`src/rtl/imem_pkg.sv`:
```
// Shared types and default sizes for the instruction-memory arbiter slice.
package imem_pkg;

  typedef enum logic {
    FETCH  = 1'b0,
    LOADER = 1'b1
  } owner_t;

  typedef struct packed {
    logic   valid;
    owner_t owner;
  } tag_t;

  localparam int DEF_ADDR_W    = 32;
  localparam int DEF_DATA_W    = 32;
  localparam int DEF_LATENCY   = 2;
  localparam int DEF_MAX_BURST = 4;

  // Drop a fetch-owned entry when the fetch stage abandons its wrong-path reads.
  function automatic tag_t scrub_tag(input tag_t t, input logic inval_fetch);
    tag_t r;
    r = t;
    if (inval_fetch && (t.owner == FETCH)) begin
      r.valid = 1'b0;
    end else begin
      r.valid = t.valid;
    end
    return r;
  endfunction

endpackage

```
`src/rtl/imem_tag_pipe.sv`:
```
// Ownership tag shift register, one stage per cycle of BRAM read latency,
// with fetch-owned entries invalidated on flush.
module imem_tag_pipe
  import imem_pkg::*;
#(
  parameter int LATENCY = DEF_LATENCY
) (
  input  logic clk,
  input  logic reset,
  input  tag_t i_push,
  input  logic i_inval_fetch,
  output tag_t o_last
);

  tag_t r_stage [LATENCY];

  always_ff @(posedge clk) begin
    if (reset) begin
      for (int i = 0; i < LATENCY; i++) begin
        r_stage[i] <= '{valid: 1'b0, owner: FETCH};
      end
    end else begin
      r_stage[0] <= scrub_tag(i_push, i_inval_fetch);
      for (int i = 1; i < LATENCY; i++) begin
        r_stage[i] <= scrub_tag(r_stage[i-1], i_inval_fetch);
      end
    end
  end

  assign o_last = r_stage[LATENCY-1];

endmodule

```
`src/rtl/imem_arbiter.sv`:
```
// Single-port instruction BRAM arbiter between fetch and loader/debug, with
// loader priority, a bounded loader burst, and tagged routing of read data.
module imem_arbiter
  import imem_pkg::*;
#(
  parameter int ADDR_W    = DEF_ADDR_W,
  parameter int DATA_W    = DEF_DATA_W,
  parameter int LATENCY   = DEF_LATENCY,
  parameter int MAX_BURST = DEF_MAX_BURST
) (
  input  logic              clk,
  input  logic              reset,
  input  logic              f_req,
  input  logic [ADDR_W-1:0] f_addr,
  output logic              f_gnt,
  output logic              f_rvalid,
  output logic [DATA_W-1:0] f_rdata,
  input  logic              flush,
  input  logic              l_req,
  input  logic              l_we,
  input  logic [ADDR_W-1:0] l_addr,
  input  logic [DATA_W-1:0] l_wdata,
  output logic              l_gnt,
  output logic              l_rvalid,
  output logic [DATA_W-1:0] l_rdata,
  output logic              mem_en,
  output logic              mem_we,
  output logic [ADDR_W-1:0] mem_addr,
  output logic [DATA_W-1:0] mem_wdata,
  input  logic [DATA_W-1:0] mem_rdata
);

  localparam int CNT_W = $clog2(MAX_BURST + 1);
  localparam logic [CNT_W-1:0] BURST_SAT = CNT_W'(MAX_BURST);

  logic [CNT_W-1:0] r_burst_cnt;
  logic             w_f_win;
  tag_t             w_push;
  tag_t             w_last;

  // A flushing fetch stage is not a candidate, so the loader may use that slot.
  assign w_f_win = f_req && !flush && !reset &&
                   (!l_req || (r_burst_cnt == BURST_SAT));
  assign f_gnt   = w_f_win;
  assign l_gnt   = l_req && !reset && !w_f_win;

  always_ff @(posedge clk) begin
    if (reset) begin
      r_burst_cnt <= '0;
    end else if (f_gnt || !f_req) begin
      r_burst_cnt <= '0;
    end else if (l_gnt && (r_burst_cnt != BURST_SAT)) begin
      r_burst_cnt <= r_burst_cnt + 1'b1;
    end else begin
      r_burst_cnt <= r_burst_cnt;
    end
  end

  always_comb begin
    mem_en    = 1'b0;
    mem_we    = 1'b0;
    mem_addr  = '0;
    mem_wdata = '0;
    w_push    = '{valid: 1'b0, owner: FETCH};
    if (f_gnt) begin
      mem_en    = 1'b1;
      mem_addr  = f_addr;
      w_push    = '{valid: 1'b1, owner: FETCH};
    end else if (l_gnt) begin
      mem_en    = 1'b1;
      mem_we    = l_we;
      mem_addr  = l_addr;
      mem_wdata = l_wdata;
      w_push    = '{valid: !l_we, owner: LOADER};
    end else begin
      w_push    = '{valid: 1'b0, owner: FETCH};
    end
  end

  imem_tag_pipe #(
    .LATENCY(LATENCY)
  ) u_tag_pipe (
    .clk          (clk),
    .reset        (reset),
    .i_push       (w_push),
    .i_inval_fetch(flush),
    .o_last       (w_last)
  );

  // A flush also kills the fetch response arriving in the flush cycle itself.
  assign f_rvalid = !reset && !flush && w_last.valid && (w_last.owner == FETCH);
  assign l_rvalid = !reset && w_last.valid && (w_last.owner == LOADER);
  assign f_rdata  = mem_rdata;
  assign l_rdata  = mem_rdata;

endmodule

```
`config.mk`:
```
export PLATFORM = sky130hd
export DESIGN_NAME = imem_arbiter
export DESIGN_NICKNAME = d
export VERILOG_FILES = /design/src/rtl/imem_pkg.sv /design/src/rtl/imem_tag_pipe.sv /design/src/rtl/imem_arbiter.sv
export SDC_FILE = /design/constraint.sdc
export NUM_CORES = 1
export LEC_CHECK = 0
export ABC_CLOCK_PERIOD_IN_PS = 4700
export CAP_MARGIN = 20
export CORE_AREA = 2 2 103 105
export DETAILED_ROUTE_END_ITERATION = 16
export DIE_AREA = 0 0 105 107
export SYNTH_ARGS = -nofsm -noshare
export SYNTH_HDL_FRONTEND = slang
export SYNTH_HIERARCHICAL = 1
export SYNTH_SLANG_ARGS = --single-unit
export TNS_END_PERCENT = 20
```
`constraint.sdc`:
```
create_clock -name clk -period 4.7 [get_ports clk]
set_input_delay 0.705 -clock clk [delete_from_list [all_inputs] [get_ports clk]]
set_output_delay 0.705 -clock clk [all_outputs]
set_load 0.02 [all_outputs]
```
==> run_results.csv, run 1 <==
group,metric,value,unit
power,p_per_area,129,nW/um^2
sta,max_freq,0.268,GHz
grt,antenna_found_initial,0,
synth,synth.avg_cell_area,7.98,um^2
synth,synth-warning-count,6,
grt,grt_first_pass_wirelength,8320,um
outcome,status,"finished clean",
power,sum_of_internal_switching_and_leakage_power,364,uW
clock_network,clock_tree.root_cell,"sky130_fd_sc_hd__clkbuf_8",
power,swShare,29.5,%
sta,worst-slew-pin-transition,590,ps
sta,final.setup.tns,0,ps
floorplanning,io-pin-count,268,
placement,io_buffer_count,171,
critical_path,worstPathCellList,"clkdlybuf4s50_1 -> nand2b_4 -> a31oi_4 -> buf_4 -> a22o_1 -> clkdlybuf4s50_1",
critical_path,crit_start,"reset",
synth,syn-num-nets,316,
critical_path,cp_data_arrival_time,3030,ps
critical_path,crit_required,3990,ps
synth,count_of_flip_flops_with_a_built_in_enable_after_synthesis,0,
synth,synthArstFlopShare,0,%
clock_network,htreeDepth,1,
clock_network,clock_tree_from_tritoncts,"built",
clock_network,cts-root-to-sink-buffers,2,
critical_path,crit_slowest_cell,"sky130_fd_sc_hd__clkdlybuf4s50_1",
finish,final_layout_size_suffix_gt1_share,3.21,%
grt,globalRouteTotalUtil,9.09,%
power,internal_power_component,257,uW
power,power.ir.vdd_worst,0.0653,mV
clock_network,numClockSinks,7,
sta,finalHoldViolations,0,
detailed_routing,wire_per_inst,13.4,um
detailed_routing,route.vias.total,1580,
detailed_routing,routed_via_density,3.80,
detailed_routing,top_routing_layer_used,"met4",
finish,antenna_diode_count,0,
finish,areaGrowthSynthToFinish,96.2,%
critical_path,cp_num_cells,6,
placement,routabilityCongestion,0.747,
detailed_routing,post-route-drc-count,0,
placement,dpl.hpwl,4550,um
sta,grt_setup_unrepaired,"no",
floorplanning,floorplan.die_area,11200,um^2
synth,synth_seq_cells,7,
critical_path,cpPeakStageDelay,620,ps
detailed_routing,wirelength,5580,um
finish,finish.net_count,417,
floorplanning,chipWidth,105,um
sta,slew_headroom,60.7,%
clock_network,post_cts_hold_buffer_count,0,
critical_path,path_delay_family,"buffers and inverters",
critical_path,rr_startpoint,"r_burst_cnt[0]",
critical_path,critPathCapture,"mem_addr[31]",
critical_path,cp-end-kind,"primary output",
detailed_routing,detail-route-antenna-nets,0,
grt,grt_max_degree,69,
detailed_routing,drt_iter0_markers,54,
clock_network,clk-insertion-delay-late,230,ps
critical_path,regToRegSetupSlack,2810,ps
detailed_routing,dr_wl_met3,700,um
hold_path,min_path_type,"flop to flop",
critical_path,timing_worst_setup_path_type,"input pin to primary output",
sta,skew,4.75,ps
power,p_comb_share,59.8,%
critical_path,critical_path.reg2reg.endpoint,"u_tag_pipe/r_stage[0][1]",
detailed_routing,met2_wl_post_dr,2750,um
sta,final.period_utilization,79.4,%
clock_network,cts_buffers,3,
synth,ys_dominant_reg_cell,"sky130_fd_sc_hd__dfxtp_1",
clock_network,post-cts-setup-buffer-count,0,
sta,period_needed,3730,ps
grt,grt_remaining_overflow,0,
critical_path,worstSetupStartpointType,"input pin",
placement,pre_cts_ws,948,ps
detailed_routing,drt-met1-wl,1990,um
run,maxCapViolations,0,
clock_network,post_cts.resized_instances,0,
floorplanning,num_rows,37,
sta,layout_setup_ws,969,ps
power,p_leak,1.04,nW
synth,netlist-cell-type-count,25,
power,p_switching,107,uW
sta,setup_violations,0,
grt,first_global_vias,1558,
floorplanning,core,10100,um^2
detailed_routing,detailedRoute.firstPassIterationCount,2,
critical_path,reg2regPathDepth,7,
critical_path,worst_path_most_repeated_cell,"sky130_fd_sc_hd__clkdlybuf4s50_1",
power,clock_network_fraction_of_design_power,23.3,%
synth,synth-seq-area-share,9.76,%
synth,synth.cell_area,1440,um^2
critical_path,path_max_fanout,68,
critical_path,critical_path_buf_inv_count,3,
clock_network,path_clk_slew,40,ps
sta,drv_slew,0,
power,pwr-share-seq,16.9,%
floorplanning,die_height,107,um
synth,syn-instance-count,180,
floorplanning,start_util,14.2,%
[layout by cell type (no fill, tap or decap), drive strengths merged, types with 2 or more instances in the layout]
master | Yosys | routed
a211oi | 3 | 3
a22o | 32 | 32
and2 | 34 | 34
buf | 76 | 2
clkbuf | 1 | 4
clkdlybuf4s50 | 0 | 171
dfxtp | 7 | 7
ha | 2 | 2
inv | 3 | 3
nand2b | 3 | 3
nand3 | 2 | 2
nor2b | 5 | 5
nor3b | 2 | 2
o21ai | 2 | 2
[metrics by stage]
step	hold WS (ps)	cell area (um^2)	util, %	std cells
6_report	462	2820	27.9	416
4_1_cts	466	2820	27.9	416
2_1_floorplan	439	1440	-	180
5_1_grt	487	2820	27.9	416
3_3_place_gp	454	2770	27.5	412
3_5_place_dp	461	2770	27.5	412
[power by group through the flow]
stage	logic, mW	registers, mW	clock network (mW)
2_1_floorplan	0.156	0.0623	0
6_report	0.218	0.0617	0.0847
3_5_place_dp	0.219	0.0626	0
5_1_grt	0.231	0.0617	0.0919
3_3_place_gp	0.218	0.0625	0
4_1_cts	0.220	0.0616	0.0859
[per-layer routing]
layer | vias to the layer above | track usage (%)
met1 | 697 | 9.38
met3 | 20 | 3.95
met4 | 0 | 2.95
li1 | 749 | -
met2 | 114 | 16.5
met5 | - | 0
[state kept, by name, summed over array words and instances (netlist names)]
register	flops
r_burst_cnt	3
u_tag_pipe/r_stage	4
[cell type report]
| class | instances | area, um^2 |
|---|---|---|
| Fill cell | 1114 | 7270 |
| Tap cell | 136 | 170 |
| Multi-Input combinational cell | 93 | 724 |
| Clock buffer | 4 | 45.0 |
| Inverter | 3 | 11.3 |
| Sequential cell | 7 | 140 |
| Timing Repair Buffer | 173 | 1730 |
[cells by family after synthesis]
family / share of synthesized area, %
DFF: 9.76
and+or+nand+nor: 23.7
buffers and inverters: 40.9
AOI/OAI and AO/OA: 23.9
adders and majority gates: 1.74
[cell usage after synthesis (2+ instances only)]
library cell	instances	share of area, %
sky130_fd_sc_hd__buf_6	2	1.6
sky130_fd_sc_hd__inv_1	3	0.78
sky130_fd_sc_hd__nand3_1	2	0.70
sky130_fd_sc_hd__o21ai_0	2	0.70
sky130_fd_sc_hd__ha_1	2	1.7
sky130_fd_sc_hd__and2_1	34	15
sky130_fd_sc_hd__nor2b_1	5	2.2
sky130_fd_sc_hd__nor3b_1	2	1.0
sky130_fd_sc_hd__buf_2	2	0.70
sky130_fd_sc_hd__dfxtp_1	7	9.8
sky130_fd_sc_hd__a211oi_1	2	1.0
sky130_fd_sc_hd__nand2b_4	2	1.9
sky130_fd_sc_hd__buf_4	72	38
sky130_fd_sc_hd__a22o_1	32	20
[worst register-to-register path: cells and delay by family (launching register included)]
family          cells  cell delay (ps)
simple gates        3              490
buf+inv             2              560
flops               1              360
compound gates      1              180
fa+ha+maj           1              220
[how the worst min path moves through the flow]
stage	start	end	slack, ps	cells after the start
4_1_cts	u_tag_pipe/r_stage[0][1]	u_tag_pipe/r_stage[0][3]	470	1
2_1_floorplan	u_tag_pipe/r_stage[0][0]	u_tag_pipe/r_stage[0][2]	440	1
3_5_place_dp	u_tag_pipe/r_stage[0][1]	u_tag_pipe/r_stage[0][3]	460	1
6_report	u_tag_pipe/r_stage[0][1]	u_tag_pipe/r_stage[0][3]	460	1
5_1_grt	u_tag_pipe/r_stage[0][1]	u_tag_pipe/r_stage[0][3]	490	1
3_3_place_gp	u_tag_pipe/r_stage[0][1]	u_tag_pipe/r_stage[0][3]	450	1
(Power assumes the default switching activity.)
==> run 2, diff against run 1 <==
--- a/config.mk
+++ b/config.mk
@@ -5,11 +5,11 @@
 export SDC_FILE = /design/constraint.sdc
 export NUM_CORES = 1
 export LEC_CHECK = 0
-export ABC_CLOCK_PERIOD_IN_PS = 4700
+export ABC_CLOCK_PERIOD_IN_PS = 3500
 export CAP_MARGIN = 20
-export CORE_AREA = 2 2 103 105
+export CORE_AREA = 2 2 105 107
 export DETAILED_ROUTE_END_ITERATION = 16
-export DIE_AREA = 0 0 105 107
+export DIE_AREA = 0 0 107 109
 export SYNTH_ARGS = -nofsm -noshare
 export SYNTH_HDL_FRONTEND = slang
 export SYNTH_HIERARCHICAL = 1
==> constraint.sdc (replaced) <==
create_clock -name clk -period 3.5 [get_ports clk]
set_input_delay 0.525 -clock clk [delete_from_list [all_inputs] [get_ports clk]]
set_output_delay 0.525 -clock clk [all_outputs]
set_load 0.02 [all_outputs]
==> run 2 against run 1 <==
Net effect:
- non-clock buffer count up 2
- hold slack worse by 6.0 ps
- via count up 4.3%
- register-to-register slack worse by 1100 ps
- critical path type unchanged
- largest cell class unchanged
- highest routed layer unchanged
==> run_results.csv, run 2 (same netlist as run 1, synthesis figures left out) <==
group,metric,value,unit
finish,fill_cells,1128,
critical_path,crit_required,2970,ps
finish,biggestRegsByFlops,"u_tag_pipe/r_stage: 4 flops, r_burst_cnt: 3 flops",
critical_path,worstSetupStartpointType,"input pin",
grt,antenna_found_initial,0,
finish,largest_reg_by_ff_count,"u_tag_pipe/r_stage",
power,clock_network_fraction_of_design_power,22.8,%
floorplanning,chipWidth,107,um
grt,grt_first_pass_wirelength,9610,um
grt,first_global_vias,1601,
clock_network,path_clk_slew,40,ps
sta,drv_slew,0,
clock_network,htreeDepth,1,
detailed_routing,detail-route-antenna-nets,0,
power,p_per_area,177,nW/um^2
critical_path,path_max_fanout,35,
power,sum_of_internal_switching_and_leakage_power,508,uW
placement,routabilityCongestion,0.891,
clock_network,clock_tree_from_tritoncts,"built",
sta,final.period_utilization,90.2,%
clock_network,clock_tree.root_cell,"sky130_fd_sc_hd__clkbuf_8",
grt,grt_max_degree,47,
placement,io_buffer_count,171,
grt,globalRouteTotalUtil,11.2,%
floorplanning,start_util,13.5,%
power,internal_power_component,349,uW
clock_network,cts-root-to-sink-buffers,2,
power,power.ir.vdd_worst,0.0937,mV
finish,final_layout_size_suffix_gt1_share,4.61,%
placement,placedInstanceArea,2830,um^2
floorplanning,core,10600,um^2
detailed_routing,detailedRoute.firstPassIterationCount,4,
finish,final_common_cell,"sky130_fd_sc_hd__clkdlybuf4s50_1",
hold_path,min_path_type,"flop to flop",
power,swShare,31.3,%
power,p_switching,159,uW
sta,grt_setup_unrepaired,"no",
power,p_leak,1.06,nW
clock_network,post_cts_hold_buffer_count,0,
power,pwr-share-seq,16.3,%
floorplanning,io-pin-count,268,
detailed_routing,drt_iter0_markers,76,
run,maxCapViolations,0,
finish,antenna_diode_count,0,
grt,grt_remaining_overflow,0,
sta,period_needed,3160,ps
detailed_routing,wirelength,7210,um
finish,areaGrowthSynthToFinish,100,%
grt,met3_usage_in_global_routing,3.35,%
finish,finish.net_count,419,
clock_network,numClockSinks,7,
sta,max_freq,0.317,GHz
sta,worst-slew-pin-transition,310,ps
detailed_routing,routed_via_density,3.91,
placement,place.detailed.instances,418,
floorplanning,num_rows,38,
finish,finalCoreUtilization,27.1,%
detailed_routing,wire_per_inst,17.1,um
detailed_routing,post-route-drc-count,0,
grt,grt-busiest-layer,"met2",
critical_path,cp-end-kind,"primary output",
sta,slew_headroom,79.3,%
clock_network,clk-insertion-delay-late,230,ps
finish,commonest_cells_after_routing_fill_and_taps_aside,"170 x sky130_fd_sc_hd__clkdlybuf4s50_1, 34 x sky130_fd_sc_hd__and2_1, 32 x sky130_fd_sc_hd__a22o_1",
finish,largest_register_ffs,4,
power,p_comb_share,60.9,%
finish,final_cells,422,
grt,grt.met1_usage,12.3,%
placement,dpl.hpwl,5950,um
sta,setup_violations,0,
critical_path,timing_worst_setup_path_type,"input pin to primary output",
sta,final.setup.tns,0,ps
floorplanning,floorplan.die_area,11700,um^2
outcome,status,"finished clean",
clock_network,post_cts.resized_instances,0,
clock_network,post-cts-setup-buffer-count,0,
sta,finalHoldViolations,0,
finish,finish.instance_area,2870,um^2
sta,skew,1.40,ps
floorplanning,die_height,109,um
clock_network,cts_buffers,3,
grt,groute.layer.met2.usage,20.2,%
detailed_routing,route.vias.total,1648,
critical_path,cp_data_arrival_time,2630,ps
## run 2: cell types whose count changed in the layout (fill, tap and decap cells not counted)
cell	before	now
sky130_fd_sc_hd__clkdlybuf4s50_1	171	170
sky130_fd_sc_hd__buf_12	0	3
sky130_fd_sc_hd__clkinv_2	0	1
sky130_fd_sc_hd__clkbuf_1	1	0
## run 2: layout make-up
type | instances | area (um^2) | area share, %
Timing Repair Buffer | 175 | 1780 | 61.8
Multi-Input combinational cell | 93 | 724 | 25.2
Tap cell | 140 | 175 | 6.09
Sequential cell | 7 | 140 | 4.88
Clock buffer | 3 | 41.3 | 1.44
Inverter | 3 | 11.3 | 0.392
Clock inverter | 1 | 5.00 | 0.174
## run 2: final timing paths
check	startpoint	to	cells after the start	slack, ps
worst min-delay path	u_tag_pipe/r_stage[0][1]	u_tag_pipe/r_stage[0][3]	1	460
worst max register to register	r_burst_cnt[0]	u_tag_pipe/r_stage[0][1]	7	1720
worst min register to register	u_tag_pipe/r_stage[0][1]	u_tag_pipe/r_stage[0][3]	1	460
worst max-delay path	f_req	mem_addr[12]	6	340
## run 2: power groups by stage
stage,sequential [mW],combinational (mW),clock (mW)
global route,0.0827,0.325,0.123
detailed placement,0.0839,0.309,0
CTS,0.0826,0.313,0.118
floorplan,0.0837,0.210,0
global placement,0.0838,0.311,0
finish,0.0826,0.309,0.116
## run 2: layer usage
layer	wire length [um]	vias up
met3	843	19
met5	0	-
met1	2730	730
met2	3490	145
li1	-	754
met4	146	0
## run 2: per-stage QoR
step                      setup WS, ps  hold slack, ps
after floorplan                   1460             439
after global placement             364             444
after detailed placement           335             453
after CTS                          331             460
after global routing               273             471
final                              342             456
## run 2: critical path, cell delays in order
cell and delay [ps]:
sky130_fd_sc_hd__clkdlybuf4s50_1 570, sky130_fd_sc_hd__nand2b_4 100, sky130_fd_sc_hd__a211oi_4 330, sky130_fd_sc_hd__buf_12 230
sky130_fd_sc_hd__a22o_1 210, sky130_fd_sc_hd__clkdlybuf4s50_1 640
